File: src/rtl/tc141_skidfifo.sv
// First-word-fall-through FIFO behind a non-stallable delay pipe: no write-ready,
// afull throttles the source early, and any dropped write latches a sticky ovfl.
module tc141_skidfifo #(
  parameter int DAT = 8,
  parameter int DEP = 8,
  parameter int AFL = DEP - 2
) (
  input  logic                       clk,
  input  logic                       rstn,
  input  logic                       wr_vld,
  input  logic [DAT-1:0]             wr_dat,
  input  logic                       rd_rdy,
  output logic                       rd_vld,
  output logic [DAT-1:0]             rd_dat,
  output logic                       afull,
  output logic                       ovfl,
  output logic [$clog2(DEP+1)-1:0]   lvl
);

  localparam int AW = $clog2(DEP);
  localparam int LW = $clog2(DEP + 1);

  logic [DAT-1:0] mem_q [DEP];
  logic [AW-1:0]  wptr_q, wptr_d;
  logic [AW-1:0]  rptr_q, rptr_d;
  logic [LW-1:0]  lvl_q, lvl_d;
  logic           ovfl_q, ovfl_d;
  logic           push, pop;

  assign rd_vld = (lvl_q != '0);
  assign rd_dat = mem_q[rptr_q];
  assign afull  = (lvl_q >= LW'(AFL));
  assign ovfl   = ovfl_q;
  assign lvl    = lvl_q;

  // A full FIFO still accepts a write when the head leaves in the same cycle.
  always_comb begin
    pop    = rd_vld & rd_rdy;
    push   = wr_vld & ((lvl_q != LW'(DEP)) | pop);
    wptr_d = wptr_q;
    rptr_d = rptr_q;
    lvl_d  = lvl_q;
    ovfl_d = ovfl_q;
    if (push) wptr_d = wptr_q + AW'(1);
    if (pop)  rptr_d = rptr_q + AW'(1);
    unique case ({push, pop})
      2'b10:   lvl_d = lvl_q + LW'(1);
      2'b01:   lvl_d = lvl_q - LW'(1);
      default: lvl_d = lvl_q;
    endcase
    if (wr_vld && !push) ovfl_d = 1'b1;
  end

  always_ff @(posedge clk) begin
    if (rstn) begin
      wptr_q <= '0;
      rptr_q <= '0;
      lvl_q  <= '0;
      ovfl_q <= 1'b0;
    end else begin
      wptr_q <= wptr_d;
      rptr_q <= rptr_d;
      lvl_q  <= lvl_d;
      ovfl_q <= ovfl_d;
    end
  end

  // Storage is not reset; a write coinciding with reset is discarded.
  always_ff @(posedge clk) begin
    if (push && !rstn) mem_q[wptr_q] <= wr_dat;
  end

endmodule

File: config.mk
export PLATFORM = sky130hd
export DESIGN_NAME = tc141_skidfifo
export DESIGN_NICKNAME = d
export VERILOG_FILES = /design/src/rtl/tc141_skidfifo.sv
export SDC_FILE = /design/constraint.sdc
export NUM_CORES = 1
export LEC_CHECK = 0
export ABC_CLOCK_PERIOD_IN_PS = 2600
export CAP_MARGIN = 15
export CORE_MARGIN = 2
export CORE_UTILIZATION = 30
export CTS_BUF_LIST = sky130_fd_sc_hd__clkbuf_4
export CTS_CLUSTER_DIAMETER = 60
export DETAILED_ROUTE_END_ITERATION = 7
export PLACE_DENSITY = 0.51
export SKIP_LAST_GASP = 1
export SLEW_MARGIN = 0
export SYNTH_ARGS = -nofsm -noshare
export SYNTH_HDL_FRONTEND = slang
export SYNTH_SLANG_ARGS = --single-unit
File: constraint.sdc
create_clock -name clk -period 2.6 [get_ports clk]
set_input_delay 0.65 -clock clk [delete_from_list [all_inputs] [get_ports clk]]
set_output_delay 0.65 -clock clk [all_outputs]
set_load 0.03 [all_outputs]
==> flow_summary.toml <==
[worst_setup_path]
cp_max_fo = 8
cp-start-kind = "register"
slowest_stage = "mux4_2"
cp_data_required_time_ns = 1.95
path_buf_inv = 3
crit_path_cell_trace = "buf_12, buf_4, mux4_2, mux2_4, buf_6"
arrival_ns = 1.94
slowest_delay_ns = 0.47
worst-setup-path-type = "register to output pin"
crit_path_end_kind = "output pin"
crit_family = "multiplexers"

[floorplanning]
die_area_mm2 = 0.0117
die_width_um = 108
ioPinCount = 27
start_util = 0.304
coreArea_mm2 = 0.0107
die_h_um = 108
rows = 38

[global_routing]
grt_pass1_wl_mm = 9.89
grt_use_total = 0.116
grt_pass1_vias = 1792
grt_antenna_before_repair = 0
grt_overflow = 0
grt_start_max_net_pins = 17

[synth]
netlist_instances = 182
ys_ff_latch = 78
synthesis.nets = 199
synth-adder-area-share = 0.0215
avgSynthCellArea_um2 = 17.9
yosys_warnings = 0
synth_compound_gate_area_share = 0.0338
synth_cell_types = 37
syn_area_mm2 = 0.00326
synth-simple-area-share = 0.0615
muxShareOfSynthArea = 0.169
synth_top_family_by_area = "multiplexers"
synthXorXnorAreaFrac = 0.0188
synth-seq-area-share = 0.676

[route]
dr.pass1.iters = 4
drcViolationCount = 0
via_per_inst = 4.57
vias = 1747
routed_wl_mm = 6.20
drt_iter0_markers = 134
detail-route-antenna-nets = 0
wl_per_cell_um = 16.2

[sta]
skew_ns = 0.0137
period_needed_ns = 2.59
slew_violations = 0
max-slew-margin-rel = 0.451
finalSetupViolCount = 0
hold_viol = 0
fin_worst_hold_slack_ns = 0.482
post-route-period-util = 0.998
tns_ns = 0
worst_slew_pin_slew_ns = 0.820
clock.fmax_mhz = 385
rsz0062_at_grt = "yes"

[cells_and_area]
nFillCells = 1012
areaGrowthSynthToFinish_pct = 23.5
multi_input_area_um2 = 986
fin_util = 0.376
final_layout_size_suffix_gt1_frac = 0.322
final_common_cell = "edfxtp_1"
fin_nets = 254
antennaDiodeCount = 0
layout_common_cells = "edfxtp_1 (64), buf_4 (22), nor2_1 (17), clkdlybuf4s50_1 (17), dfxtp_1 (12)"
final_area_mm2 = 0.00402
regArea_mm2 = 0.00221

[cts]
cts-root-buf = "clkbuf_4"
tritoncts = "built"
numCtsBuffers = 9
clk_latency_ns = 0.43
cts.sinks = 78
path_clk_slew_ns = 0.14
clockBufferDepth = 2
h-tree-depth = 3
ctsHoldBuffers = 0

[place]
io_buffer_count = 26
hpwl_mm = 3.90
dpl-instance-area_mm2 = 0.00385
place.gp.congestion = 0.709

[pwr]
peakVddDrop_v = 0.000539
power_density_mw_per_mm2 = 905
power_mw = 3.64
cellLeakagePower_nw = 1.38

[worst_hold_path]
min_path_type = "register to register"

[run]
cap_violations = 0

[outcome]
outcome = "finished, final reports clean"
## cell usage after synthesis
master,number,area share
a211oi_1,1,0.0023
a211oi_4,1,0.0061
a21boi_0,1,0.0023
a21oi_1,1,0.0015
a31oi_1,2,0.0038
and2_1,1,0.0019
buf_1,2,0.0023
buf_2,1,0.0015
buf_6,2,0.0069
clkbuf_1,2,0.0023
clkbuf_2,1,0.0015
dfxtp_1,14,0.086
edfxtp_1,64,0.59
fa_1,1,0.0061
ha_1,4,0.015
inv_1,4,0.0046
mux2_2,8,0.028
mux2i_1,4,0.012
mux4_1,16,0.13
nand2_1,6,0.0069
nand2b_1,1,0.0019
nand3_1,2,0.0031
nand3b_1,2,0.0046
nand4b_1,1,0.0027
nor2_1,17,0.020
nor2b_1,1,0.0019
nor3_1,4,0.0061
nor4_1,1,0.0019
nor4b_1,2,0.0054
o211ai_1,3,0.0069
o21ai_2,1,0.0027
o21ai_4,1,0.0050
o311a_1,1,0.0031
or2_2,1,0.0019
or3_4,1,0.0035
xnor2_1,3,0.0081
xor2_1,4,0.011
## stage by stage
| stage | instances | worst slack (ns) |
|---|---|---|
| 2_1_floorplan | 182 | 0.173 |
| 3_3_place_gp | 363 | -0.0843 |
| 3_5_place_dp | 363 | -0.159 |
| 4_1_cts | 383 | -0.0524 |
| 5_1_grt | 382 | -0.0905 |
| 6_report | 382 | 0.00546 |
## flip-flops by register name, summed over array words and instances, names as in the netlist, named ones only
name,cells
mem_q,64
lvl,4
rptr_q,3
wptr_q,3
ovfl,1
## where the power goes
part | internal [mW] | switching (mW)
Clock | 0.215 | 0.467
Combinational | 0.761 | 0.673
Sequential | 1.44 | 0.0873
## final timing paths
path / cells after the start / startpoint / end / slack [ns]
min: 2 / ovfl / ovfl / 0.48
min reg2reg: 2 / ovfl / ovfl / 0.48
max reg2reg: 9 / lvl[1] / lvl[3] / 0.40
max: 5 / register / rd_dat[6] / 0.005
## layer usage
layer,part of all wire,track usage,vias to the layer above
li1,-,-,827
met5,0,0,-
met1,0.46,0.146,871
met2,0.48,0.189,44
met4,0.011,0.0357,0
met3,0.054,0.0410,5
## kinds of logic after synthesis
logic type,Yosys count
xor gates and xnor gates,7
DFF,78
muxes,28
buffers and inverters,12
AOI/OAI and AO/OA,12
and+or+nand+nor,40
adders and majority gates,5
## repair_timing
action	4_1_cts	5_1_grt
cloned	1	0
gates resized for setup	70	3
buffers inserted	3	0
endpoints found under the setup margin	8	10
endpoints found under the hold margin	0	0
## worst min-delay path: stages, from the launching register on
cell,delay (ns)
dfxtp_1,0.35
a31oi_1,0.04
nor2_1,0.07
## final cells by class
cell class / instances / share of cell area
inverters: 4 / 0.00373
multi-input cells: 92 / 0.245
repair buffers: 52 / 0.127
clock inverters: 7 / 0.0156
flip-flops and latches: 78 / 0.549
well taps: 140 / 0.0435
clock buffers: 9 / 0.0168
Note: power is estimated with default switching activity, not from simulation.
